## src/rtl/pe_row_sequencer_if.sv

```systemverilog
// Window/filter, PE and result handshake bundle for pe_row_sequencer.
// The bias signal exists only when PE_SEQ_BIAS_EN is defined.
interface pe_row_sequencer_if #(
  parameter int WIN_SIZE  = 3,
  parameter int IN_WIDTH  = 5,
  parameter int W_WIDTH   = 8,
  parameter int ACC_WIDTH = 15
);
  logic                                   win_valid;
  logic                                   win_ready;
  logic [WIN_SIZE*WIN_SIZE*IN_WIDTH-1:0]  win_data;
  logic [WIN_SIZE*WIN_SIZE*W_WIDTH-1:0]   win_filter;
`ifdef PE_SEQ_BIAS_EN
  logic [ACC_WIDTH-1:0]                   bias;
`endif
  logic                                   pe_start;
  logic [WIN_SIZE*IN_WIDTH-1:0]           pe_in_data;
  logic [WIN_SIZE*W_WIDTH-1:0]            pe_in_filter;
  logic [ACC_WIDTH-1:0]                   pe_in_partial;
  logic [ACC_WIDTH-1:0]                   pe_out_data;
  logic                                   pe_finished;
  logic                                   res_valid;
  logic                                   res_ready;
  logic [ACC_WIDTH-1:0]                   res_data;

  modport master (
`ifdef PE_SEQ_BIAS_EN
    input  bias,
`endif
    input  win_valid, win_data, win_filter, pe_out_data, pe_finished, res_ready,
    output win_ready, pe_start, pe_in_data, pe_in_filter, pe_in_partial,
    output res_valid, res_data
  );

  modport slave (
`ifdef PE_SEQ_BIAS_EN
    output bias,
`endif
    output win_valid, win_data, win_filter, pe_out_data, pe_finished, res_ready,
    input  win_ready, pe_start, pe_in_data, pe_in_filter, pe_in_partial,
    input  res_valid, res_data
  );
endinterface

```

## src/rtl/pe_row_sequencer.sv

```systemverilog
// Drives one external 3-tap PE once per window row, chaining partial sums.
// Optional PE_SEQ_BIAS_EN: row 0 partial comes from a bias captured with the window.
module pe_row_sequencer #(
  parameter int WIN_SIZE  = 3,
  parameter int IN_WIDTH  = 5,
  parameter int W_WIDTH   = 8,
  parameter int ACC_WIDTH = 15
) (
  input logic              clk,
  input logic              rst,
  pe_row_sequencer_if.master bus
);
  localparam int ROW_IN = WIN_SIZE * IN_WIDTH;
  localparam int ROW_W  = WIN_SIZE * W_WIDTH;

  typedef enum logic [1:0] {S_IDLE, S_RUN, S_REL, S_OUT} state_t;

  state_t                       state_q, state_d;
  logic [1:0]                   row_q, row_d;
  logic [ACC_WIDTH-1:0]         partial_q, partial_d;
  logic [ACC_WIDTH-1:0]         res_data_q, res_data_d;
  logic                         res_valid_q, res_valid_d;
  logic                         pe_start_q, pe_start_d;
  logic [WIN_SIZE*ROW_IN-1:0]   win_q, win_d;
  logic [WIN_SIZE*ROW_W-1:0]    filt_q, filt_d;
  logic                         win_hs;

  // Never offer a window while a stale pe_finished is still up.
  assign bus.win_ready = (state_q == S_IDLE) && !bus.pe_finished && !rst;
  assign win_hs        = bus.win_valid && bus.win_ready;

  always_comb begin
    state_d     = state_q;
    row_d       = row_q;
    partial_d   = partial_q;
    res_data_d  = res_data_q;
    res_valid_d = res_valid_q;
    pe_start_d  = pe_start_q;
    win_d       = win_q;
    filt_d      = filt_q;
    unique case (state_q)
      S_IDLE: begin
        if (win_hs) begin
          win_d      = bus.win_data;
          filt_d     = bus.win_filter;
          row_d      = '0;
`ifdef PE_SEQ_BIAS_EN
          partial_d  = bus.bias;
`else
          partial_d  = '0;
`endif
          pe_start_d = 1'b1;
          state_d    = S_RUN;
        end
      end
      S_RUN: begin
        if (bus.pe_finished) begin
          partial_d  = bus.pe_out_data;
          pe_start_d = 1'b0;
          state_d    = S_REL;
        end
      end
      S_REL: begin
        if (!bus.pe_finished) begin
          if (row_q == 2'd2) begin
            res_data_d  = partial_q;
            res_valid_d = 1'b1;
            state_d     = S_OUT;
          end else begin
            row_d      = row_q + 2'd1;
            pe_start_d = 1'b1;
            state_d    = S_RUN;
          end
        end
      end
      S_OUT: begin
        if (bus.res_ready) begin
          res_valid_d = 1'b0;
          state_d     = S_IDLE;
        end
      end
      default: state_d = S_IDLE;
    endcase
  end

  always_ff @(posedge clk or posedge rst) begin
    if (rst) begin
      state_q     <= S_IDLE;
      row_q       <= '0;
      partial_q   <= '0;
      res_data_q  <= '0;
      res_valid_q <= 1'b0;
      pe_start_q  <= 1'b0;
      win_q       <= '0;
      filt_q      <= '0;
    end else begin
      state_q     <= state_d;
      row_q       <= row_d;
      partial_q   <= partial_d;
      res_data_q  <= res_data_d;
      res_valid_q <= res_valid_d;
      pe_start_q  <= pe_start_d;
      win_q       <= win_d;
      filt_q      <= filt_d;
    end
  end

  // Row select is a mux of registers held constant across the whole PE transaction.
  always_comb begin
    bus.pe_in_data   = win_q[0 +: ROW_IN];
    bus.pe_in_filter = filt_q[0 +: ROW_W];
    case (row_q)
      2'd1: begin
        bus.pe_in_data   = win_q[ROW_IN +: ROW_IN];
        bus.pe_in_filter = filt_q[ROW_W +: ROW_W];
      end
      2'd2: begin
        bus.pe_in_data   = win_q[2*ROW_IN +: ROW_IN];
        bus.pe_in_filter = filt_q[2*ROW_W +: ROW_W];
      end
      default: ;
    endcase
  end

  assign bus.pe_start      = pe_start_q;
  assign bus.pe_in_partial = partial_q;
  assign bus.res_valid     = res_valid_q;
  assign bus.res_data      = res_data_q;
endmodule

```

## src/flat_wrapper.sv

```systemverilog
// flat-port wrapper written by rule: the top's interface ports become plain ports
module pe_row_sequencer_flat 
#(
  parameter int WIN_SIZE  = 3,
  parameter int IN_WIDTH  = 5,
  parameter int W_WIDTH   = 8,
  parameter int ACC_WIDTH = 15
)
  (clk, rst, bus_win_valid, bus_win_data, bus_win_filter, bus_pe_out_data, bus_pe_finished, bus_res_ready, bus_win_ready, bus_pe_start, bus_pe_in_data, bus_pe_in_filter, bus_pe_in_partial, bus_res_valid, bus_res_data);
  pe_row_sequencer_if #(.WIN_SIZE(WIN_SIZE), .IN_WIDTH(IN_WIDTH), .W_WIDTH(W_WIDTH), .ACC_WIDTH(ACC_WIDTH)) bus_i ();
  input logic clk;
  input logic rst;
  input wire logic [$bits(bus_i.win_valid)-1:0] bus_win_valid;
  input wire logic [$bits(bus_i.win_data)-1:0] bus_win_data;
  input wire logic [$bits(bus_i.win_filter)-1:0] bus_win_filter;
  input wire logic [$bits(bus_i.pe_out_data)-1:0] bus_pe_out_data;
  input wire logic [$bits(bus_i.pe_finished)-1:0] bus_pe_finished;
  input wire logic [$bits(bus_i.res_ready)-1:0] bus_res_ready;
  output wire logic [$bits(bus_i.win_ready)-1:0] bus_win_ready;
  output wire logic [$bits(bus_i.pe_start)-1:0] bus_pe_start;
  output wire logic [$bits(bus_i.pe_in_data)-1:0] bus_pe_in_data;
  output wire logic [$bits(bus_i.pe_in_filter)-1:0] bus_pe_in_filter;
  output wire logic [$bits(bus_i.pe_in_partial)-1:0] bus_pe_in_partial;
  output wire logic [$bits(bus_i.res_valid)-1:0] bus_res_valid;
  output wire logic [$bits(bus_i.res_data)-1:0] bus_res_data;
  assign bus_i.win_valid = bus_win_valid;
  assign bus_i.win_data = bus_win_data;
  assign bus_i.win_filter = bus_win_filter;
  assign bus_i.pe_out_data = bus_pe_out_data;
  assign bus_i.pe_finished = bus_pe_finished;
  assign bus_i.res_ready = bus_res_ready;
  assign bus_win_ready = bus_i.win_ready;
  assign bus_pe_start = bus_i.pe_start;
  assign bus_pe_in_data = bus_i.pe_in_data;
  assign bus_pe_in_filter = bus_i.pe_in_filter;
  assign bus_pe_in_partial = bus_i.pe_in_partial;
  assign bus_res_valid = bus_i.res_valid;
  assign bus_res_data = bus_i.res_data;
  pe_row_sequencer #(.WIN_SIZE(WIN_SIZE), .IN_WIDTH(IN_WIDTH), .W_WIDTH(W_WIDTH), .ACC_WIDTH(ACC_WIDTH)) u_core (.clk(clk), .rst(rst), .bus(bus_i));
endmodule
```

## config.mk

```make
export PLATFORM = sky130hd
export DESIGN_NAME = pe_row_sequencer_flat
export DESIGN_NICKNAME = d
export VERILOG_FILES = /design/src/rtl/pe_row_sequencer_if.sv /design/src/rtl/pe_row_sequencer.sv /design/src/flat_wrapper.sv
export SDC_FILE = /design/constraint.sdc
export NUM_CORES = 1
export LEC_CHECK = 0
export CAP_MARGIN = 0
export CORE_UTILIZATION = 33
export CTS_CLUSTER_SIZE = 12
export DETAILED_ROUTE_END_ITERATION = 8
export PLACE_DENSITY_LB_ADDON = 0.25
export SLEW_MARGIN = 20
export SYNTH_ARGS = -nofsm -noshare
export SYNTH_HDL_FRONTEND = slang
export SYNTH_SLANG_ARGS = --single-unit
```

## constraint.sdc

```tcl
create_clock -name clk -period 5.3 [get_ports clk]
set_clock_uncertainty 0.1 [all_clocks]
set_input_delay 0.795 -clock clk [delete_from_list [all_inputs] [get_ports clk]]
set_output_delay 0.795 -clock clk [all_outputs]
set_load 0.1 [all_outputs]
```

==> summary.txt, run 1 <==
Synth
  – Seq cells post-synth: 153
  – Synth area leaders: dfrtp_1 (58%), mux2_2 (21%), a22oi_1 (4.5%), o21ai_0 (3.2%), nand2_1 (2.4%)
  – Synth async-reset ratio: 100%
  – Syn Nets: 631
  – Mapped Avg Cell Area: 13.3 sq um
  – Post-synthesis cell area: 0.00655 sq mm
  – Post-synth top flop: dfrtp_1
  – Synth Warn #: 0
  – Sequential area share after synthesis: 58.5%
  – Post-synth EDFFs: 0
  – Cells after Synth: 492
  – Cell taking the most area after synthesis: dfrtp_1
  – Synth cell types: 33
  – Top-count cell post-synth: dfrtp_1
  – Post-synth top cells: dfrtp_1 (153), mux2_2 (123), nand2_1 (42), o21ai_0 (42), a22oi_1 (39)
  – Post-synth top area share: 58.5%

Critical path
  – Buf/Inv on CP: 2
  – WP data required: 4410 ps
  – Startpoint types: flip-flop
  – Crit path kind: reg -> out
  – Cell Chain, Critical Path: inv_1, ha_2, a22oi_1, o21ai_0, clkdlybuf4s50_1
  – CP max-delay cell: clkdlybuf4s50_1
  – Critical path endpoint category: output port
  – CP top delay family: buffers and inverters
  – Crit path DAT: 3400 ps
  – Worst Path Max Fanout: 43
  – Max incr delay on CP: 1180 ps

Die
  – IO Count: 209
  – Die W: 143 um
  – FP Rows: 51
  – Die height: 143 um
  – Die area: 0.0204 sq mm
  – Core area: 0.0195 sq mm
  – Initial Util: 33.7%

Clocking
  – Hold buffers post-CTS: 0
  – Post CTS Setup Buffer Count: 0
  – Root Driver: clkbuf_16
  – Clk_lat worst skew: 410 ps
  – Clock Tree Buf Depth: 2
  – Cts repair resizes: 0
  – CTS clk-pin slew, worst paths: 60 ps
  – Clk sinks: 153
  – CTS tree: done
  – H-tree Lvls: 4
  – Clock buffer count from CTS: 17

Placement
  – RD Place Congestion: 0.757
  – Port-buffer cells: 208
  – Dpl hpwl: 11100 um

STA
  – Final hold vios: 0
  – # setup viols final: 0
  – RSZ-0062 raised after global routing: no
  – Pins over their slew limit: 0
  – Slew HR: 31.5%
  – Worst-Margin Slew: 1020 ps
  – Fin crit share: 81.0%
  – TNS Setup: 0 ps
  – Final Critical Period: 4300 ps
  – Fmax: 233 MHz

GRT
  – Largest net degree at the start of global routing: 119
  – GRT Resource Usage Total: 16.4%
  – Antenna violations before repair: 1
  – Vias in the first global route: 4895
  – First-pass GRT wire length: 25700 um
  – GRT Residual Overflow: 0

Final layout
  – Nets: 825
  – Layout cell share with drive strength beyond 1: 23.7%
  – Area growth, synth to finish: 42.9%

Routing
  – 1st-iter DRT viols: 176
  – Vias per inst: 4.82
  – Vias: 4638
  – Final ANT Viol Nets: 0
  – WL final: 16200 um
  – Drt drc: 0
  – DRT Pass-1 Iters: 4
  – Per-cell routed wire length: 16.8 um

Outcome
  – Status: complete, no violations

Run
  – Max-Cap Viols: 0

Min path
  – Tightest Hold Check Type: reg -> reg
==> final timing paths <==
check | from | to | slack, ps | cells after the start
min in group asynchronous | rst | u_core.bus.res_data[9] | 810 | 2
max | u_core.row_q[0] | bus_pe_in_data[9] | 1000 | 5
min reg2reg | u_core.win_q[9] | u_core.win_q[9] | 390 | 1
min | u_core.win_q[9] | u_core.win_q[9] | 390 | 1
max reg2reg | u_core.row_q[0] | u_core.bus.res_data[2] | 2240 | 5
max in group asynchronous | rst | u_core.filt_q[22] | 3170 | 3
==> metal layers <==
metal / track usage, % / wire length (um) / up-vias / part of all wire [%]
li1: - / - / 2169 / -
met1: 20.6 / 7040 / 2312 / 43
met2: 26.7 / 7830 / 138 / 48
met3: 5.00 / 1020 / 19 / 6.3
met4: 6.17 / 299 / 0 / 1.8
met5: 0 / 0 / - / 0
==> sequential cells by signal, summed over array words and instances (netlist names) <==
register / flops
u_core.filt_q: 72
u_core.win_q: 45
u_core.bus.pe_in_partial: 15
u_core.bus.res_data: 15
u_core.row_q: 2
u_core.state_q: 2
u_core.bus.pe_start: 1
u_core.bus.res_valid: 1
==> area by class of cell <==
class                      instances  area (sq um)
tap                              265           332
clock buffer                      17           425
antenna                            1          2.50
timing repair buffer             213          2140
clock inverter                    13           108
multi-input combinational        296          2490
inverter                           5          26.3
fill                            1731         10100
sequential                       153          3830
==> cell usage in the layout (no fill, tap or decap), types with 2 or more instances in the layout <==
master and n:
a21oi_1 2, a22o_1 15, a22oi_1 39, buf_12 2, buf_4 3, clkbuf_16 17, clkdlybuf4s50_1 208, clkinv_2 6
clkinvlp_4 4, dfrtp_1 153, ha_2 2, inv_1 3, inv_6 2, mux2_1 9, mux2_2 123, nand2_1 42
nor2_1 2, nor4_1 3, o21ai_0 42, o2bb2ai_1 2
==> worst register-to-register path: stages, from the launching register on <==
cell and delay (ps):
dfrtp_1 420, inv_1 80, ha_2 820, buf_4 270
nor4b_4 830, mux2_2 430
==> metrics by stage <==
step                cell area, sq um  hold slack, ps  std cells  util (%)  setup WS [ps]
CTS                             9360             393        962      48.1            930
global placement                8820             367        932      45.3           1420
global route                    9360             411        962      48.1            753
finish                          9360             385        963      48.1           1000
detailed placement              8820             378        932      45.3           1390
floorplan                       6550             358        492         -            284
==> cells by family (layout without fill, tap and decap cells) <==
kind of cell    Yosys count  after routing  share of synthesized area, %
fa+ha+maj                 2              2                         0.382
simple gates             56             56                          4.01
mux                     132            132                          22.7
buf+inv                  43            248                          3.69
compound gates          106            106                          10.8
flops                   153            153                          58.5
other cells               0              1                             0
Power of run 1 is left out: the tool's default activity adds up to more than one toggle a clock period on the data nets, which glitch-free logic cannot reach.
==> run 2: changes to the inputs <==
clock period = 4.1 ns   (was 5.3 ns; I/O delays follow)
==> summary.txt, run 2 (same netlist as run 1, synthesis figures left out) <==
Outcome
  – Status: complete, no violations

Routing
  – WL final: 16500 um (+2.0%)
  – Vias: 4678 (+0.86%)
  – Per-cell routed wire length: 17.1 um (+1.9%)
  – Vias per inst: 4.85 (+0.76%)
  – DRT Pass-1 Iters: 4 (unchanged)
  – Final ANT Viol Nets: 0 (unchanged)
  – 1st-iter DRT viols: 222 (+26%)
  – Drt drc: 0 (unchanged)

Clocking
  – CTS clk-pin slew, worst paths: 60 ps (about the same)
  – Clock Tree Buf Depth: 2 (unchanged)
  – CTS tree: done
  – Clock buffer count from CTS: 17 (unchanged)
  – Post CTS Setup Buffer Count: 0 (unchanged)
  – Root Driver: clkbuf_16
  – Hold buffers post-CTS: 0 (unchanged)
  – Cts repair resizes: 0 (unchanged)
  – Clk_lat worst skew: 420 ps (about the same)
  – Clk sinks: 153 (unchanged)
  – H-tree Lvls: 4 (unchanged)

Final layout
  – Area growth, synth to finish: 42.5%
  – Reg with most FFs: u_core.filt_q
  – Layout cell share with drive strength beyond 1: 29.8% (+6.1 points)
  – Nets: 825 (unchanged)
  – Post-layout util: 48.0% (-0.13 points)
  – Top Registers: u_core.filt_q (72), u_core.win_q (45)
  – Most frequent cells in the layout: clkdlybuf4s50_1 (168), dfrtp_1 (153), mux2_2 (123)
  – Most common cell after layout, fill and taps aside: clkdlybuf4s50_1
  – Number of flip-flops in the largest register: 72 (unchanged)
  – Antenna diodes: 0 (-1)

Critical path
  – WP data required: 3380 ps (-1030 ps)
  – Reg2reg end: u_core.bus.res_data[5]
  – Crit path DAT: 2700 ps (-700 ps)
  – R2R Setup Slk: 1250 ps (-990 ps)
  – CP Launch Point: u_core.row_q[0]
  – Critical Path Sink: bus_pe_in_filter[13]
  – Crit path kind: reg -> out
  – Critical path endpoint category: output port
  – Worst reg-to-reg path cell count: 4 (-1)
  – Worst r2r src: u_core.row_q[0]
  – Startpoint types: flip-flop
  – Worst Path Max Fanout: 37 (-14%)

Die
  – FP Rows: 51 (unchanged)
  – Die height: 143 um (unchanged)
  – Initial Util: 33.7% (unchanged)
  – Die W: 143 um (unchanged)
  – Die area: 0.0204 sq mm (unchanged)
  – Core area: 0.0195 sq mm (unchanged)
  – IO Count: 209 (unchanged)

STA
  – Worst Slack Setup Final: 685 ps (-319 ps)
  – Final hold vios: 0 (unchanged)
  – Hold Slack: 390 ps (+4.18 ps)
  – Final Critical Period: 3420 ps
  – Fin crit share: 83.3%
  – Slew HR: 31.7% (+0.23 points)
  – # setup viols final: 0 (unchanged)
  – Fmax: 293 MHz
  – TNS Setup: 0 ps (unchanged)
  – Worst-Margin Slew: 1020 ps (+0.934 ps)
  – Pins over their slew limit: 0 (unchanged)
  – RSZ-0062 raised after global routing: no

Placement
  – Port-buffer cells: 208 (unchanged)
  – Post-place setup slack: 1090 ps (-301 ps)
  – Dpl hpwl: 11200 um (+0.54%)
  – RD Place Congestion: 0.723 (-4.5%)

GRT
  – Vias in the first global route: 4960 (+1.3%)
  – GRT Resource Usage Total: 16.7% (+0.29 points)
  – GRT Residual Overflow: 0 (unchanged)
  – First-pass GRT wire length: 26000 um (+1.1%)
  – Antenna violations before repair: 0 (-1)
  – Largest net degree at the start of global routing: 119 (unchanged)

Run
  – Max-Cap Viols: 0 (unchanged)

Min path
  – Tightest Hold Check Type: reg -> reg
run 2: cell types whose count changed in the layout (fill, tap and decap cells not counted), moves of 3 or more:
| cell | before | now |
|---|---|---|
| buf_4 | 3 | 41 |
| clkbuf_8 | 0 | 3 |
| clkdlybuf4s50_1 | 208 | 168 |
| clkinv_2 | 6 | 2 |
| o21ai_0 | 42 | 5 |
| o21ai_1 | 0 | 37 |
run 2: layout make-up:
type,instances,area [sq um]
Timing Repair Buffer,213,2070
Fill cell,1760,10100
Sequential cell,153,3830
Tap cell,265,332
Inverter,5,25.0
Clock inverter,12,114
Clock buffer,20,467
Multi-Input combinational cell,296,2500
run 2: worst min path at each step:
stage / start / to / slack [ps] / cells after the start
after floorplan: u_core.win_q[0] / u_core.win_q[0] / 360 / 1
after global placement: u_core.win_q[8] / u_core.win_q[8] / 380 / 1
after detailed placement: u_core.win_q[2] / u_core.win_q[2] / 370 / 1
after CTS: u_core.win_q[6] / u_core.win_q[6] / 390 / 1
after global routing: u_core.win_q[6] / u_core.win_q[6] / 400 / 1
final: u_core.win_q[5] / u_core.win_q[5] / 390 / 1
run 2: critical path, stage by stage, from the launching register on:
cell and delay (ps):
dfrtp_1 420, inv_1 80, ha_2 780, buf_4 330, a22oi_1 110, o21ai_1 230, buf_4 330
run 2: through the flow:
stage               instances  instance area, sq um
floorplan                 492                  6560
global placement          932                  8750
detailed placement        932                  8750
CTS                       964                  9330
global route              964                  9340
finish                    964                  9340
run 2: layer usage:
metal / global-route usage [%] / wire length [um]
met1: 20.5 / 7130
met2: 28.1 / 8150
met3: 4.56 / 942
met4: 6.28 / 286
met5: 0 / 0
Power of run 2 is left out for the same reason.
==> run 3: changes to the inputs <==
clock period = 3.27 ns   (was 4.1 ns; I/O delays follow)
==> summary.txt, run 3 (same netlist as run 1, synthesis figures left out) <==
Placement
  – Port-buffer cells: 208 (unchanged)
  – Dpl hpwl: 11500 um (+3.2%)
  – Cell total after placement: 939 (+0.75%)
  – RD Place Congestion: 0.742 (+2.7%)

Final layout
  – Antenna diodes: 0 (unchanged)
  – Non-Filler Instances: 971 (+0.73%)
  – Top Registers: u_core.filt_q (72), u_core.win_q (45)
  – Fillers: 1703 (-3.2%)
  – Post-layout util: 50.6% (+2.7 points)
  – Area growth, synth to finish: 50.5%
  – Layout cell share with drive strength beyond 1: 34.6% (+4.8 points)
  – Most common cell after layout, fill and taps aside: dfrtp_1
  – Most frequent cells in the layout: dfrtp_1 (153), clkdlybuf4s50_1 (138), mux2_2 (123)
  – Number of flip-flops in the largest register: 72 (unchanged)
  – Reg with most FFs: u_core.filt_q
  – Nets: 832 (+0.85%)

STA
  – Final hold vios: 0 (unchanged)
  – Fin crit share: 88.3%
  – RSZ-0062 raised after global routing: no
  – Fmax: 346 MHz
  – # setup viols final: 0 (unchanged)
  – Final Critical Period: 2890 ps
  – Hold Slack: 397 ps (+7.68 ps)
  – Worst-Margin Slew: 962 ps (-62.5 ps)
  – Slew HR: 35.7% (+4.0 points)
  – Pins over their slew limit: 0 (unchanged)

Routing
  – DRT Pass-1 Iters: 4 (unchanged)
  – Per-cell routed wire length: 16.7 um (-2.4%)
  – WL final: 16200 um (-1.7%)
  – Vias per inst: 4.75 (-2.1%)
  – Final ANT Viol Nets: 0 (unchanged)
  – 1st-iter DRT viols: 206 (-7.2%)
  – Drt drc: 0 (unchanged)
  – Vias: 4612 (-1.4%)

Die
  – Die height: 143 um (unchanged)
  – Initial Util: 33.7% (unchanged)
  – FP Rows: 51 (unchanged)
  – Core area: 0.0195 sq mm (unchanged)
  – Die area: 0.0204 sq mm (unchanged)
  – Die W: 143 um (unchanged)
  – IO Count: 209 (unchanged)

GRT
  – GRT Resource Usage Total: 16.8% (+0.10 points)
  – Largest net degree at the start of global routing: 76 (-36%)
  – GRT Residual Overflow: 0 (unchanged)
  – Antenna violations before repair: 0 (unchanged)
  – Vias in the first global route: 4920 (-0.81%)
  – First-pass GRT wire length: 26200 um (+0.61%)

Clocking
  – Root Driver: clkbuf_16
  – Post CTS Setup Buffer Count: 0 (unchanged)
  – Clk sinks: 153 (unchanged)
  – Cts repair resizes: 0 (unchanged)
  – Clock Tree Buf Depth: 2 (unchanged)
  – CTS tree: done
  – Clock buffer count from CTS: 17 (unchanged)
  – Hold buffers post-CTS: 0 (unchanged)
  – H-tree Lvls: 4 (unchanged)
  – Clk_lat worst skew: 400 ps (-20 ps)
  – CTS clk-pin slew, worst paths: 60 ps (about the same)

Critical path
  – Worst Path Max Fanout: 27 (-27%)
  – Critical path endpoint category: output port
  – Crit path kind: reg -> out
  – Max incr delay on CP: 530 ps (-250 ps)
  – Buf/Inv on CP: 3 (unchanged)
  – Worst r2r src: u_core.row_q[0]
  – WP data required: 2680 ps (-700 ps)
  – Cell Chain, Critical Path: inv_1, ha_2, buf_12, a22oi_1, o21ai_1, buf_12
  – Cell mode on critical path: buf_12
  – Startpoint types: flip-flop
  – CP max-delay cell: ha_2
  – CP top delay family: buffers and inverters
  – Crit path DAT: 2300 ps (-400 ps)
  – CP Launch Point: u_core.row_q[0]

Run
  – Max-Cap Viols: 0 (unchanged)

Min path
  – Tightest Hold Check Type: reg -> reg
  – Worst hold start: u_core.win_q[1]

Outcome
  – Status: complete, no violations
[run 3: changes by cell type in the layout (fill, tap and decap cells not counted)]
| cell | change |
|---|---|
| buf_12 | +42 |
| clkdlybuf4s50_1 | -30 |
| buf_4 | -5 |
| inv_6 | -3 |
| clkinv_4 | +2 |
| bufinv_16 | +1 |
| clkbuf_1 | +1 |
| clkbuf_8 | -1 |
| clkinv_2 | -1 |
| inv_8 | +1 |
[run 3: worst register-to-register path, delay by kind of cell, from the launching register on]
kind / cells / cell delay, ps
simple gates: 1 / 210
fa+ha+maj: 1 / 530
flops: 1 / 420
mux: 1 / 370
buf+inv: 3 / 630
[run 3: final cells by class]
cell class | instances | area (sq um) | area share, %
clock buffer | 20 | 457 | 4.63
tap | 265 | 332 | 3.36
multi-input combinational | 296 | 2500 | 25.4
timing repair buffer | 220 | 2570 | 26.1
inverter | 5 | 25.0 | 0.254
clock inverter | 12 | 141 | 1.43
sequential | 153 | 3830 | 38.8
[run 3: per-layer routing]
layer | up-vias | global-route usage (%) | share of wire (%)
met3 | 9 | 6.07 | 7.1
met2 | 152 | 28.1 | 50
li1 | 2193 | - | -
met1 | 2258 | 20.4 | 42
met5 | - | 0 | 0
met4 | 0 | 4.75 | 0.91
[run 3: worst paths after layout]
path                                                end  slack [ps]  depth (start not counted)
hold / removal                          u_core.win_q[1]         400                          1
min in group asynchronous  u_core.bus.pe_in_partial[10]         540                          2
max in group asynchronous             u_core.filt_q[29]        1720                          3
hold reg to reg                         u_core.win_q[1]         400                          1
setup reg to reg                 u_core.bus.res_data[5]         890                          6
setup / recovery                   bus_pe_in_filter[15]         380                          6
[run 3: metrics by stage]
stage	area, sq um	worst slack [ps]	setup TNS [ps]
after global routing	9860	157	0
after global placement	9260	675	0
after CTS	9850	336	0
final	9860	381	0
after floorplan	6560	-505	-1010
after detailed placement	9260	643	0
Power of run 3 is left out for the same reason.
